### config.mk
export PLATFORM = sky130hd
export DESIGN_NAME = uio_bus_arbiter_flat
export DESIGN_NICKNAME = d
export VERILOG_FILES = /design/src/rtl/uio_bus_arbiter_if.sv /design/src/rtl/uio_bus_arbiter.sv /design/src/flat_wrapper.sv
export SDC_FILE = /design/constraint.sdc
export NUM_CORES = 1
export LEC_CHECK = 0
export BUFFER_PORTS_ARGS = -buffer_cell sky130_fd_sc_hd__buf_2
export CORE_ASPECT_RATIO = 2
export CORE_MARGIN = 2
export CORE_UTILIZATION = 43
export CTS_CLUSTER_DIAMETER = 60
export DETAILED_ROUTE_END_ITERATION = 10
export PLACE_DENSITY = 0.73
export SKIP_LAST_GASP = 1
export SLEW_MARGIN = 10
export SYNTH_ARGS = -nofsm -noshare
export SYNTH_HDL_FRONTEND = slang
export SYNTH_SLANG_ARGS = --single-unit
### constraint.sdc
create_clock -name clk -period 2.3 [get_ports clk]
set_clock_uncertainty 0.2 [all_clocks]
set_input_delay 0.115 -clock clk [delete_from_list [all_inputs] [get_ports clk]]
set_output_delay 0.115 -clock clk [all_outputs]
set_load 0.05 [all_outputs]
### src/rtl/uio_bus_arbiter_if.sv
// Pad-bus sharing interface between drive/capture requesters and the uio arbiter.
// The slave modport is the arbiter side; master is the requester/pad side.
interface uio_bus_arbiter_if #(
   parameter int unsigned NREQ = 2
);
   logic                  ena;
   logic [NREQ-1:0]       drv_req;
   logic [NREQ-1:0]       drv_last;
   logic [8*NREQ-1:0]     drv_data;
   logic [NREQ-1:0]       drv_gnt;
   logic                  cap_req;
   logic [7:0]            cap_data;
   logic                  cap_valid;
   logic [7:0]            uio_in;
   logic [7:0]            uio_out;
   logic [7:0]            uio_oe;
   logic                  busy;

   modport master (
      output ena, drv_req, drv_last, drv_data, cap_req, uio_in,
      input  drv_gnt, cap_data, cap_valid, uio_out, uio_oe, busy
   );

   modport slave (
      input  ena, drv_req, drv_last, drv_data, cap_req, uio_in,
      output drv_gnt, cap_data, cap_valid, uio_out, uio_oe, busy
   );
endinterface

### src/rtl/uio_bus_arbiter.sv
// Round-robin owner of the bidirectional uio pads: NREQ drive requesters plus one
// capture requester, with turnaround cycles inserted before the pads are released.
module uio_bus_arbiter #(
   parameter int unsigned NREQ      = 2,
   parameter int unsigned HOLD_MAX  = 8,
   parameter int unsigned TA_CYCLES = 1
) (
   input  logic              clk,
   input  logic              rst_n,
   uio_bus_arbiter_if.slave  bus
);

   localparam int unsigned OW = (NREQ > 1) ? $clog2(NREQ) : 1;
   localparam int unsigned HW = $clog2(HOLD_MAX + 1);
   localparam int unsigned TW = $clog2(TA_CYCLES + 1);

   localparam logic [1:0] S_IDLE    = 2'd0;
   localparam logic [1:0] S_DRIVE   = 2'd1;
   localparam logic [1:0] S_TURN    = 2'd2;
   localparam logic [1:0] S_CAPTURE = 2'd3;

   logic [1:0]      state, state_nxt;
   logic [OW-1:0]   owner, owner_nxt;
   logic [OW-1:0]   last_owner, last_owner_nxt;
   logic [HW-1:0]   hold, hold_nxt, hold_inc;
   logic [TW-1:0]   tcnt, tcnt_nxt;

   logic [NREQ-1:0] req_eff;
   logic [NREQ-1:0] others;
   logic [NREQ-1:0] gnt_c;
   logic            cap_eff;
   logic            owner_req;
   logic            owner_last;
   logic            accept_c;
   logic            release_c;
   logic [7:0]      beat;

   logic [7:0]      out_q;
   logic [7:0]      oe_q;
   logic [7:0]      cap_data_q;
   logic            cap_valid_q;

   // First requester at or after base+1 (mod NREQ); returns base when none request.
   function automatic logic [OW-1:0] rr_pick(input logic [NREQ-1:0] req,
                                             input logic [OW-1:0]   base);
      logic [OW-1:0] pick;
      logic          found;
      int unsigned   idx;
      pick  = base;
      found = 1'b0;
      idx   = 0;
      for (int unsigned k = 1; k <= NREQ; k++) begin
         idx = (32'(base) + k) % NREQ;
         if (!found && req[OW'(idx)]) begin
            pick  = OW'(idx);
            found = 1'b1;
         end
      end
      return pick;
   endfunction

   assign req_eff    = bus.drv_req & {NREQ{bus.ena}};
   assign cap_eff    = bus.cap_req & bus.ena;
   assign others     = req_eff & ~(NREQ'(1) << owner);
   assign owner_req  = bus.drv_req[owner];
   assign owner_last = bus.drv_last[owner];

   // Owner's beat mux; non-owner data never reaches the pads.
   always_comb begin
      beat = 8'h00;
      for (int unsigned i = 0; i < NREQ; i++) begin
         if (owner == OW'(i)) beat = bus.drv_data[8*i +: 8];
      end
   end

   always_comb begin
      gnt_c = '0;
      if (state == S_DRIVE && bus.ena) gnt_c[owner] = 1'b1;
   end

   assign accept_c = (state == S_DRIVE) && bus.ena && owner_req;

   // Next-state logic: arbitration in IDLE and at every DRIVE release.
   always_comb begin
      state_nxt      = state;
      owner_nxt      = owner;
      last_owner_nxt = last_owner;
      hold_nxt       = hold;
      tcnt_nxt       = tcnt;
      hold_inc       = hold + HW'(1);
      release_c      = 1'b0;

      case (state)
         S_IDLE: begin
            if (cap_eff) begin
               state_nxt = S_CAPTURE;
            end else if (|req_eff) begin
               state_nxt = S_DRIVE;
               owner_nxt = rr_pick(req_eff, last_owner);
               hold_nxt  = '0;
            end
         end

         S_DRIVE: begin
            if (accept_c) hold_nxt = hold_inc;
            release_c = (accept_c && (owner_last || hold_inc == HW'(HOLD_MAX))) ||
                        !owner_req || !bus.ena;
            if (release_c) begin
               last_owner_nxt = owner;
               hold_nxt       = '0;
               if (cap_eff || others == '0) begin
                  state_nxt = S_TURN;
                  tcnt_nxt  = '0;
               end else begin
                  owner_nxt = rr_pick(others, owner);
               end
            end
         end

         // First TURN cycle still shows the final beat through the output lag.
         S_TURN: begin
            if (tcnt == TW'(TA_CYCLES)) begin
               state_nxt = cap_eff ? S_CAPTURE : S_IDLE;
               tcnt_nxt  = '0;
            end else begin
               tcnt_nxt = tcnt + TW'(1);
            end
         end

         S_CAPTURE: begin
            state_nxt = S_IDLE;
         end

         default: begin
            state_nxt = S_IDLE;
         end
      endcase
   end

   always_ff @(posedge clk or negedge rst_n) begin
      if (!rst_n) begin
         state      <= S_IDLE;
         owner      <= '0;
         last_owner <= OW'(NREQ - 1);
         hold       <= '0;
         tcnt       <= '0;
      end else begin
         state      <= state_nxt;
         owner      <= owner_nxt;
         last_owner <= last_owner_nxt;
         hold       <= hold_nxt;
         tcnt       <= tcnt_nxt;
      end
   end

   // Pad stage lags the state by one cycle so oe drops only after the last beat.
   always_ff @(posedge clk or negedge rst_n) begin
      if (!rst_n) begin
         out_q       <= 8'h00;
         oe_q        <= 8'h00;
         cap_data_q  <= 8'h00;
         cap_valid_q <= 1'b0;
      end else begin
         oe_q        <= (state == S_DRIVE) ? 8'hFF : 8'h00;
         cap_valid_q <= (state == S_CAPTURE);
         if (accept_c) begin
            out_q <= beat;
         end else if (state != S_DRIVE) begin
            out_q <= 8'h00;
         end
         if (state == S_CAPTURE) cap_data_q <= bus.uio_in;
      end
   end

   assign bus.drv_gnt   = gnt_c;
   assign bus.uio_out   = out_q;
   assign bus.uio_oe    = oe_q;
   assign bus.cap_data  = cap_data_q;
   assign bus.cap_valid = cap_valid_q;
   assign bus.busy      = (state != S_IDLE);

endmodule

### src/flat_wrapper.sv
// flat-port wrapper written by rule: the top's interface ports become plain ports
module uio_bus_arbiter_flat 
#(
   parameter int unsigned NREQ      = 2,
   parameter int unsigned HOLD_MAX  = 8,
   parameter int unsigned TA_CYCLES = 1
)
  (clk, rst_n, bus_ena, bus_drv_req, bus_drv_last, bus_drv_data, bus_cap_req, bus_uio_in, bus_drv_gnt, bus_cap_data, bus_cap_valid, bus_uio_out, bus_uio_oe, bus_busy);
  uio_bus_arbiter_if #(.NREQ(NREQ)) bus_i ();
  input  logic clk;
  input  logic rst_n;
  input wire logic [$bits(bus_i.ena)-1:0] bus_ena;
  input wire logic [$bits(bus_i.drv_req)-1:0] bus_drv_req;
  input wire logic [$bits(bus_i.drv_last)-1:0] bus_drv_last;
  input wire logic [$bits(bus_i.drv_data)-1:0] bus_drv_data;
  input wire logic [$bits(bus_i.cap_req)-1:0] bus_cap_req;
  input wire logic [$bits(bus_i.uio_in)-1:0] bus_uio_in;
  output wire logic [$bits(bus_i.drv_gnt)-1:0] bus_drv_gnt;
  output wire logic [$bits(bus_i.cap_data)-1:0] bus_cap_data;
  output wire logic [$bits(bus_i.cap_valid)-1:0] bus_cap_valid;
  output wire logic [$bits(bus_i.uio_out)-1:0] bus_uio_out;
  output wire logic [$bits(bus_i.uio_oe)-1:0] bus_uio_oe;
  output wire logic [$bits(bus_i.busy)-1:0] bus_busy;
  assign bus_i.ena = bus_ena;
  assign bus_i.drv_req = bus_drv_req;
  assign bus_i.drv_last = bus_drv_last;
  assign bus_i.drv_data = bus_drv_data;
  assign bus_i.cap_req = bus_cap_req;
  assign bus_i.uio_in = bus_uio_in;
  assign bus_drv_gnt = bus_i.drv_gnt;
  assign bus_cap_data = bus_i.cap_data;
  assign bus_cap_valid = bus_i.cap_valid;
  assign bus_uio_out = bus_i.uio_out;
  assign bus_uio_oe = bus_i.uio_oe;
  assign bus_busy = bus_i.busy;
  uio_bus_arbiter #(.NREQ(NREQ), .HOLD_MAX(HOLD_MAX), .TA_CYCLES(TA_CYCLES)) u_core (.clk(clk), .rst_n(rst_n), .bus(bus_i));
endmodule
==> run summary, run 1 <==
Setup repair after global routing left no endpoint under its margin. STA classifies the critical path startpoint as a register. The worst setup path is captured at a register. The core occupancy in the finished layout is 61.5%. The flow ran to the end, and the final reports show no timing, DRC or antenna violations. The area of combinational cells with multiple inputs is 681 sq um. The flop-to-flop setup slack came out at 0.17 ns.

The fraction of synthesis flops using an asynchronous set or reset pin is 100%. During I/O placement, the number of pins put on the boundary was 60. The area added between synthesis and finish is 39.8%. The number of synthesized flops with an enable pin is 0. The pre-antenna-repair detailed-routing pass consisted of 4 iterations.

Counting every sink on the clock net gives 27. The signal on the critical path passes through inv_2, ha_1, nand2_1, or3b_4, o211ai_1, mux2_2. For hold timing, the worst endpoint is u_core.hold[2]. The total overflow left after global routing is 0. The synthesized netlist contains 33 unique library cells.

The net count of the finished layout is 257. The buffer depth of the longest clock path is 2. The critical path data required time is 2.27 ns. After legalization and detailed placement, the total HPWL measured 2.36 mm.

The initial DRC count is 7. The type of the worst min-delay path is input port to register. The end of the worst register-to-register path is u_core.tcnt. The top cell type's share of synthesized area is 44.3%. The share of layout cells above drive strength 1 is 38.5%. The cell sitting at the root of the clock tree is a clkbuf_8. For this run, the leading register cell type out of synthesis is dfrtp_1. The count of synthesis-stage warnings from yosys is 0. The detail-routed via count per cell is 5.23. The depth of the CTS H-tree came out at 1. The synthesized area is 1470 sq um.

The post-route setup TNS came out at 0 ns. The sequential share of the synthesized area is 46.0%. The total length of routed wires is 3.35 mm. The die width came out at 45.3 um. Counting instances, the worst hold path has a depth of 4. The slowest stage of the critical path belongs to the cell or3b_4.

The number of instances in the placed design is 221. After clock tree synthesis, the clock-pin slew on the worst setup and hold paths is 0.09 ns. The number of buffer and inverter stages on the critical path came out at 1. Measured against its own limit, the worst slew margin works out to 61.1%.

The TritonCTS buffer count is 3. The routed length per placed instance is 13.4 um. The height of the chip is 86.7 um. The CTS tree is built. The final period demand of the worst path came out at 2.13 ns. The cell leakage power came out at 1.05 nW.

Of all cell types, the one taking the most synthesized area is dfrtp_1. The maximum number of pins on one net before global-route repair came out at 28. The first-pass GRT wire length came out at 5.66 mm.

The kind of cell adding the most delay to the critical path is simple AND/OR/NAND/NOR gates. The worst register-to-register path begins at u_core.state[1]. The setup path with the least slack is of type register to register. The source-to-sink clock delay at the later pin of the worst-skew pair came out at 0.28 ns. The instance count of the mapped netlist is 138. The synthesized area divided by synthesized cell count came out at 10.7 sq um. The data arrival at the endpoint of the critical path is 2.10 ns. The highest ir drop seen on vdd came out at 664 uV.

The count of cells in the finished layout, fillers not included, comes to 250. Setup violations remaining at the end of the flow were counted as 0. The number of placement rows came out at 30.

The final estimated routing congestion in global placement is 0.949. The placeable core region is 3340 sq um. The area enclosed by the die boundary is 3930 sq um. Buffers placed on the I/O ports in this run total 59. The actual transition at the worst max-transition pin is 0.583 ns.

The post-synthesis net count came out at 176. The power per standard cell area came out at 1300 nW/um^2. Static timing analysis puts the maximum clock frequency at 0.469 GHz. The minimum hold slack is 0.0996 ns. Sorting the synthesized cells by area gives the leading types as dfrtp_1 (44%), mux2i_1 (8.9%), mux2_2 (8.4%).

The register area is 677 sq um. The initial antenna violation count came out at 0. 0 antenna diodes ended up in the layout. After filler insertion, the fill cell instance count of the layout stands at 261. The worst path uses 92.7% of the clock period. The startpoint identified for the worst hold timing path is bus_drv_last[1]. The remaining number of nets flagged by the antenna check after routing came out at 0. Measured in cells, the most critical reg-to-reg path has a length of 6. The via count of the first global-routing pass came to 1345.

The number of design rule violations left after detail routing is 0. The tool flagged a number of max-cap violations equal to 0. The max-slew violation count was 0. The delay of the slowest cell on the worst path came out at 0.45 ns. The total of flip-flops plus latches after synthesis is 27. The maximum fanout along the worst path came out at 7. The total routing resource utilization after global routing came out at 19.2%.

The count of endpoints failing hold in the final timing report is 0. The starting density of the core is 44.0%. The total number of vias is 1307.
how the worst max path moves through the flow:
stage / startpoint / endpoint / slack (ns) / cells after the start
2_1_floorplan: u_core.state[1] / u_core.tcnt / 0.06 / 8
3_3_place_gp: u_core.state[1] / u_core.tcnt / 0.17 / 6
3_5_place_dp: u_core.state[1] / u_core.tcnt / 0.07 / 6
4_1_cts: u_core.state[1] / u_core.tcnt / 0.05 / 6
5_1_grt: u_core.state[1] / u_core.hold[0] / 0.05 / 6
6_report: u_core.state[1] / u_core.tcnt / 0.17 / 6
per-stage QoR:
stage	setup slack, ns	power, mW	area (sq um)
global placement	0.170	2.29	1760
detailed placement	0.0693	2.34	1760
global route	0.0496	2.84	2060
floorplan	0.0623	2.04	1470
finish	0.167	2.68	2060
CTS	0.0505	2.69	2050
timing repair:
action | CTS | global route
endpoints found under the hold margin | 42 | 0
hold buffers | 25 | 0
setup endpoints to repair | 0 | 5
gates resized for setup | 0 | 2
setup buffers | 0 | 0
layer usage:
layer  global-route usage [%]  vias to the layer above  share of wire (%)
met2                     35.7                       64                 54
met1                     20.3                      604                 39
met4                     8.02                        0                1.1
met3                     2.29                        4                6.3
met5                        0                        -                  0
li1                         -                      635                  -
where the power goes:
| group | total, mW | internal (mW) | switching [mW] |
|---|---|---|---|
| Clock | 0.273 | 0.124 | 0.149 |
| Sequential | 0.733 | 0.635 | 0.0979 |
| Combinational | 1.67 | 0.572 | 1.10 |
| Total | 2.68 | 1.33 | 1.35 |
sequential cells by signal, summed over array words and instances (netlist names):
register	flops
u_core.state	2
u_core.owner	1
u_core.tcnt	1
u_core.last_owner	1
u_core.bus.uio_oe	1
u_core.bus.cap_data	8
u_core.bus.uio_out	8
u_core.hold	4
u_core.bus.cap_valid	1
cell type report:
| type | count | area share (%) |
|---|---|---|
| tap | 32 | 1.95 |
| clock buffer | 4 | 2.19 |
| timing repair buffer | 89 | 28.4 |
| inverter | 8 | 1.46 |
| multi-input combinational | 90 | 33.1 |
| sequential | 27 | 32.9 |
cell usage after synthesis, types with 3 or more instances:
| cell | count |
|---|---|
| dfrtp_1 | 26 |
| mux2i_1 | 13 |
| nand2_1 | 13 |
| o21ai_0 | 12 |
| mux2_2 | 11 |
| inv_1 | 8 |
| buf_4 | 7 |
| ha_1 | 6 |
| a21oi_1 | 4 |
| o211ai_1 | 4 |
| clkbuf_1 | 3 |
| nor2_1 | 3 |
| o22ai_1 | 3 |
cell usage in the layout (no fill, tap or decap), types with 3 or more instances in the layout:
master and n:
buf_2 59, dfrtp_1 26, dlygate4sd3_1 25, nand2_1 13
mux2i_1 13, o21ai_0 12, mux2_2 11, inv_1 7
ha_1 6, buf_4 5, a21oi_1 4, o211ai_1 4
nor2_1 3, o22ai_1 3, clkbuf_8 3
worst register-to-register path: stages, from the launching register on:
cell and delay, ns:
dfrtp_1 0.43, inv_2 0.11, ha_1 0.17, nand2_1 0.11, or3b_4 0.45, o211ai_1 0.20, mux2_2 0.36
kinds of logic (layout without fill, tap and decap cells):
group	count (synthesis)	after routing	synth area share, %
muxes	25	25	18.3
adders and majority gates	6	6	5.11
and+or+nand+nor	28	28	9.62
DFF	27	27	46.0
AOI/OAI and AO/OA	31	31	13.1
buffers and inverters	21	101	7.83
(Power assumes the default switching activity.)
==> run 2, diff against run 1 <==
Settings changed: BUFFER_PORTS_ARGS -buffer_cell sky130_fd_sc_hd__buf_2 to -buffer_cell sky130_fd_sc_hd__clkbuf_2.
==> run summary, run 2 (synthesis gave the netlist of run 1 again) <==
The flow ran to the end, and the final reports show no timing, DRC or antenna violations. The clock root buffer is clkbuf_8. The actual transition at the worst max-transition pin is 0.660 ns. The final estimated routing congestion in global placement came out at 0.928. The number of iterations in the first detailed-routing pass is 4.

The number of placement rows came out at 30. The max-slew violation count came to 0. Port buffering added 59 buffers. The remaining number of nets flagged by the antenna check after routing is 0. Of all nets on the critical path, the largest fanout is 7. The later pin in the worst-skew pair is clocked with a latency of 0.27 ns. The worst register-to-register path ends at u_core.tcnt. The routed length per placed instance is 14.0 um.

In this run the worst hold path is classified as input port to register. The critical path data required time is 2.27 ns. For this configuration, the core starts out at a cell density of 44.0%. The share of layout cells above drive strength 1 is 38.5%. The depth of the CTS H-tree is 1. The worst register-to-register path has a setup slack of 0.18 ns. The first-pass GRT wire length is 5.89 mm.

Counting cells, the worst reg-to-reg path comes to 6. The total length of routed wires is 3.50 mm. The worst path uses 92.3% of the clock period. The height of the chip is 86.7 um. The number of design rule violations left after detail routing came out at 0. The core occupancy in the finished layout is 61.5%. The placeable core region came out at 3340 sq um. Across every metal layer, demand over resource in global routing totals 20.0%.

The residual overflow from global routing is 0. The cell leakage power is 1.05 nW. The initial antenna violation count is 0. The delay of the slowest cell on the worst path is 0.46 ns. The data arrival at the endpoint of the critical path is 2.09 ns. Setup repair after global routing left no endpoint under its margin. The signal on the critical path passes through inv_2, ha_1, nand2_1, or3b_4, o211ai_1, mux2_2. The post-route setup TNS is 0 ns. The worst pin sits at a relative slew slack of 56.0%. The final period demand of the worst path is 2.12 ns. The number of violations of the max-capacitance limit is 0. The worst setup path is captured at a register. The net count of the finished layout is 257.

In the layout the commonest cells are clkbuf_2 (59), dfrtp_1 (26), dlygate4sd3_1 (25), nand2_1 (13), mux2i_1 (13). Buffers added to address setup during post-CTS repair amount to 0. Leaving out fill and tap cells, the most frequent cell in the layout is clkbuf_2. The number of standard cells in the final layout excluding fillers came out at 250. The highest clock rate is 0.471 GHz.

In this run, CTS created clock tree buffers numbering 3. The number of sinks driven by the clock tree is 27. The critical path start-end classification is register to register. Across the VDD grid, the largest voltage drop is 799 uV. The initial DRC count is 16. The area added between synthesis and finish came out at 39.8%. Dividing total power by cell area gives a power density of 1310 nW/um^2. The total number of vias is 1349. The count of endpoints failing setup in the final report is 0.

The antenna diode count is 0. Tracing the worst setup path back leads to its startpoint at u_core.state[1]. The area enclosed by the die boundary came out at 3930 sq um.

Following the worst setup path forward leads to its endpoint at u_core.tcnt. 60 I/O pins were placed. The die width is 45.3 um. The count of endpoints failing hold in the final timing report came out at 0. The launching element type of the critical path is a register. In the routed layout, each cell is associated on average with a via count of 5.40. Clock-pin slew was measured on the worst setup and hold paths at 0.09 ns. The buffer depth of the longest clock path is 2. The via count of the first global-routing pass came to 1416. The largest individual stage delay along the critical path comes from the cell or3b_4. TritonCTS built the clock tree. The number of instances in the placed design is 221. The post-detailed-placement half-perimeter wirelength came out at 2.43 mm. The worst register-to-register path begins at u_core.state[1]. The maximum number of pins on one net before global-route repair came out at 28.
## run 2: cell types whose count changed in the layout (fill, tap and decap cells not counted), sizes merged
cell / before / now
clkbuf: 4 / 63
buf: 64 / 5
## run 2: worst max-delay path: cells and delay by family (launching register included)
family | cells | cell delay [ns]
multiplexers | 1 | 0.36
AO/OA/AOI/OAI | 1 | 0.20
AND/OR/NAND/NOR | 2 | 0.57
flip-flops | 1 | 0.42
adder cells (fa/ha/maj) | 1 | 0.17
buffers and inverters | 1 | 0.10
## run 2: stage by stage
step / hold WS (ns) / instance area, sq um / total power [mW] / setup slack, ns
6_report: 0.105 / 2060 / 2.69 / 0.176
5_1_grt: 0.120 / 2060 / 2.85 / 0.0567
4_1_cts: 0.0913 / 2050 / 2.70 / 0.0653
3_5_place_dp: -0.0184 / 1760 / 2.34 / 0.0826
3_3_place_gp: -0.0323 / 1760 / 2.29 / 0.167
2_1_floorplan: -0.381 / 1470 / 2.04 / 0.0623
## run 2: per-layer routing
layer	global-route usage, %	routed length (um)	vias to the layer above
met4	7.22	68	0
met3	2.92	233	7
li1	-	-	633
met5	0	0	-
met1	20.3	1270	640
met2	38.3	1940	69
## run 2: how the worst min path moves through the flow
stage / from / endpoint / slack [ns] / depth (start not counted)
after floorplan: rst_n / u_core.bus.cap_data[0] / -0.38 / 0
after detailed placement: rst_n / u_core.state[1] / -0.02 / 1
after CTS: bus_cap_req / u_core.owner / 0.09 / 4
after global routing: bus_drv_last[1] / u_core.hold[2] / 0.12 / 4
final: bus_cap_req / u_core.owner / 0.11 / 4
after global placement: rst_n / u_core.state[0] / -0.03 / 1
## run 2: cell type report
| class | instances | area [sq um] |
|---|---|---|
| sequential | 27 | 677 |
| fill | 274 | 1280 |
| multi-input combinational | 90 | 681 |
| clock buffer | 4 | 45.0 |
| timing repair buffer | 89 | 583 |
| tap | 32 | 40.0 |
| inverter | 8 | 30.0 |
## run 2: what timing repair did
item | in CTS | in global routing
gates resized for setup | 0 | 2
hold endpoints to repair | 42 | 0
setup endpoints to repair | 0 | 4
hold buffers | 25 | 0
## run 2: power breakdown
part	total (mW)	leakage, nW	internal (mW)	switching [mW]
sequential	0.741	0.346	0.636	0.105
clock	0.272	0.0228	0.124	0.148
combinational	1.68	0.678	0.567	1.11
==> run 3, diff against run 2 <==
Settings changed: ABC_AREA set to 1, SETUP_SLACK_MARGIN set to 0.15.
==> run summary, run 3 <==
For this run, the share of the core covered by cells in the final layout is 61.3%. The via count of the first global-routing pass is 1410. The number of buffer and inverter stages on the critical path is 2. The minimum hold slack came out at 0.00241 ns. The placeable core region came out at 3380 sq um. In this run, post-CTS repair resized a total of 0 instances. The largest individual stage delay along the critical path comes from the cell dfrtp_1.

The total length of routed wires came out at 3.59 mm. The synthesized area is 1510 sq um. TritonCTS built the clock tree.

The number of placement rows is 30. Setup repair after global routing left no endpoint under its margin. The clock passes through at most 2 buffers. The first detailed-routing pass ran for 4 iterations. The initial DRC count came out at 18. CTS placed an instance of clkbuf_8 at the clock tree root.

Post-CTS timing repair inserted 0 buffers for setup. Dividing total power by cell area gives a power density of 1310 nW/um^2. The antenna diode count is 0. The total overflow left after global routing is 0. For this run, the post-layout net count is 286. The top flip-flop cell by instance count after synthesis is dfrtp_1. In this design, the largest share of critical-path delay is due to flip-flops.

The area enclosed by the die boundary came out at 4020 sq um. Of the cells placed in the final design, the portion with a size suffix greater than 1 is 33.6%. At the worst endpoint, the required time is 1.99 ns.

The remaining number of nets flagged by the antenna check after routing is 0. The initial antenna violation count is 0. The routed length per placed instance is 12.9 um.

Summed over all failing endpoints, the final setup total negative slack is 0 ns. The highest clock rate came out at 0.503 GHz. Input and output buffers added on the ports amount to 59.

The count of endpoints failing hold in the final timing report came out at 0. The starting density of the core is 44.6%. For this design the static power due to leakage is 1.06 nW. The count of endpoints failing setup in the final report came out at 0.

The number of violations of the max-capacitance limit came out at 0. The total I/O pin count came out at 60. The least setup slack across all paths after layout is 0.313 ns.

In this design, the stage delay of the slowest critical-path cell is 0.42 ns. OpenSTA, run right after detailed placement, puts the worst setup slack at 0.419 ns. The final critical path takes up 86.4% of the cycle.

The total number of vias came out at 1433. Entering global routing, the biggest net connects 28 pins. The run finished with clean final reports. The worst setup path is of the register to output port kind. The post-synthesis net count came out at 207.

The total of flip-flops plus latches after synthesis is 27. Counting I/O delays and the setup requirement, the final critical path takes 1.99 ns. By area the synthesized netlist is led by dfrtp_1 (43%), nand2_1 (7.5%), mux2_2 (6.0%). The final-layout fill cell count came out at 307.

Leaving out fill and tap cells, the most frequent cell in the layout is clkbuf_2. The fraction of synthesis flops using an asynchronous set or reset pin is 100%. The total routing resource utilization after global routing came out at 19.7%. After synthesis, the netlist uses 27 different library cells. The die width is 45.9 um. The highest ir drop seen on vdd came out at 799 uV. The worst setup path is captured at an output port. The relative slew slack is 55.4%.

The depth of the CTS H-tree is 1. The setup check on the worst reg-to-reg path leaves a slack of 0.39 ns. The floorplan step set the die height to 87.7 um. The clock transition at the registers of the reported paths came out at 0.10 ns. Counting instances in the post-synthesis netlist gives the leading cell types as nand2_1 (30), dfrtp_1 (26), inv_1 (21).

The worst setup path is launched from a register. The number of sinks driven by the clock tree is 27. The sequential share of the synthesized area is 44.9%. Walking the worst path, the cells encountered are inv_1, ha_1, nand2_2, nor2_1, clkbuf_2. In this run, post-CTS hold repair placed 24 buffers. The first-pass GRT wire length came out at 5.82 mm.

The maximum fanout along the worst path is 9. The number of synthesized flops with an enable pin is 0. The count of synthesis-stage warnings from yosys came out at 0. The instance count of the mapped netlist came out at 169.

The synthesized area divided by synthesized cell count came out at 8.91 sq um. In the routed design, unresolved DRC markers number 0. The cell taking the most area after synthesis is dfrtp_1. The top cell types in the final layout, fill and taps aside, are clkbuf_2 (59), nand2_1 (30), dfrtp_1 (26), dlygate4sd3_1 (24), inv_1 (21).

The max-slew violation count came to 0. The source-to-sink clock delay at the later pin of the worst-skew pair came out at 0.28 ns. nand2_1 is the most common cell in the netlist. The TritonCTS buffer count came out at 3. The post-detailed-placement half-perimeter wirelength came out at 2.37 mm.

For the pin with the worst max-slew slack, the measured transition is 0.668 ns. In this run the biggest area consumer among cell types represents 43.2% of the synthesized area. The data arrival at the endpoint of the critical path came out at 1.67 ns. Compared with the post-synthesis result, the final layout area differs by 37.5%. The type of the worst min-delay path is input port to register. Dividing the detail-routed via count by the number of cells gives 5.14. The congestion estimate from routability-driven global placement came to 0.804.
[run 3: changes by cell type in the layout (fill, tap and decap cells not counted), sizes merged, moves of 4 or more]
cell	previous run	this run
nand2	13	31
nand3	2	10
mux2i	13	0
nor2	3	8
mux2	12	8
nand4	0	8
or2	1	10
inv	8	22
o211ai	4	8
o21ai	13	17
[run 3: kinds of logic (layout without fill, tap and decap cells)]
| logic type | count (synthesis) | after routing | share of synthesized area [%] |
|---|---|---|---|
| AOI/OAI and AO/OA | 28 | 28 | 11.1 |
| adders and majority gates | 6 | 6 | 4.98 |
| buffers and inverters | 33 | 111 | 10.5 |
| DFF | 27 | 27 | 44.9 |
| muxes | 8 | 8 | 5.98 |
| and+or+nand+nor | 67 | 67 | 22.5 |
[run 3: area by class of cell]
class                           count  area [sq um]  share of cell area, %
Clock buffer                        3          41.3                   1.99
Clock inverter                      1          7.51                  0.363
Inverter                           22          82.6                   3.99
Multi-Input combinational cell    109           672                   32.4
Sequential cell                    27           677                   32.7
Tap cell                           32          40.0                   1.93
Timing Repair Buffer               85           551                   26.6
[run 3: worst min-delay path: cells and delay by family]
kind | cells | cell delay, ns
AOI/OAI and AO/OA | 2 | 0.17
and+or+nand+nor | 1 | 0.10
buffers and inverters | 1 | 0.08
[run 3: layer usage]
metal / global-route usage (%) / wire length (um) / up-vias
li1: - / - / 709
met1: 21.8 / 1340 / 657
met2: 32.6 / 1910 / 50
met3: 2.47 / 138 / 17
met4: 14.3 / 197 / 0
met5: 0 / 0 / -
[run 3: worst paths after layout]
check                                 from  depth (start not counted)                endpoint
setup / recovery           u_core.state[1]                          5          bus_drv_gnt[1]
setup reg to reg           u_core.state[1]                          7   u_core.bus.uio_out[1]
hold / removal             bus_drv_data[9]                          4   u_core.bus.uio_out[1]
hold reg to reg                u_core.tcnt                          2             u_core.tcnt
max in group asynchronous            rst_n                          2  u_core.bus.cap_data[3]
min in group asynchronous            rst_n                          2   u_core.bus.uio_out[1]
[run 3: stage by stage]
stage                     total power [mW]  cells  area (sq um)
after CTS                             2.73    279          2070
after global routing                  2.90    279          2070
after detailed placement              2.41    251          1780
after global placement                2.39    251          1780
final                                 2.71    279          2070
after floorplan                       2.13    169          1510
[run 3: report_power, final]
part           internal (mW)  switching (mW)  leakage, nW
Sequential             0.638           0.133        0.348
Clock                  0.123           0.160       0.0217
Combinational          0.463            1.19        0.690
Total                   1.22            1.49         1.06
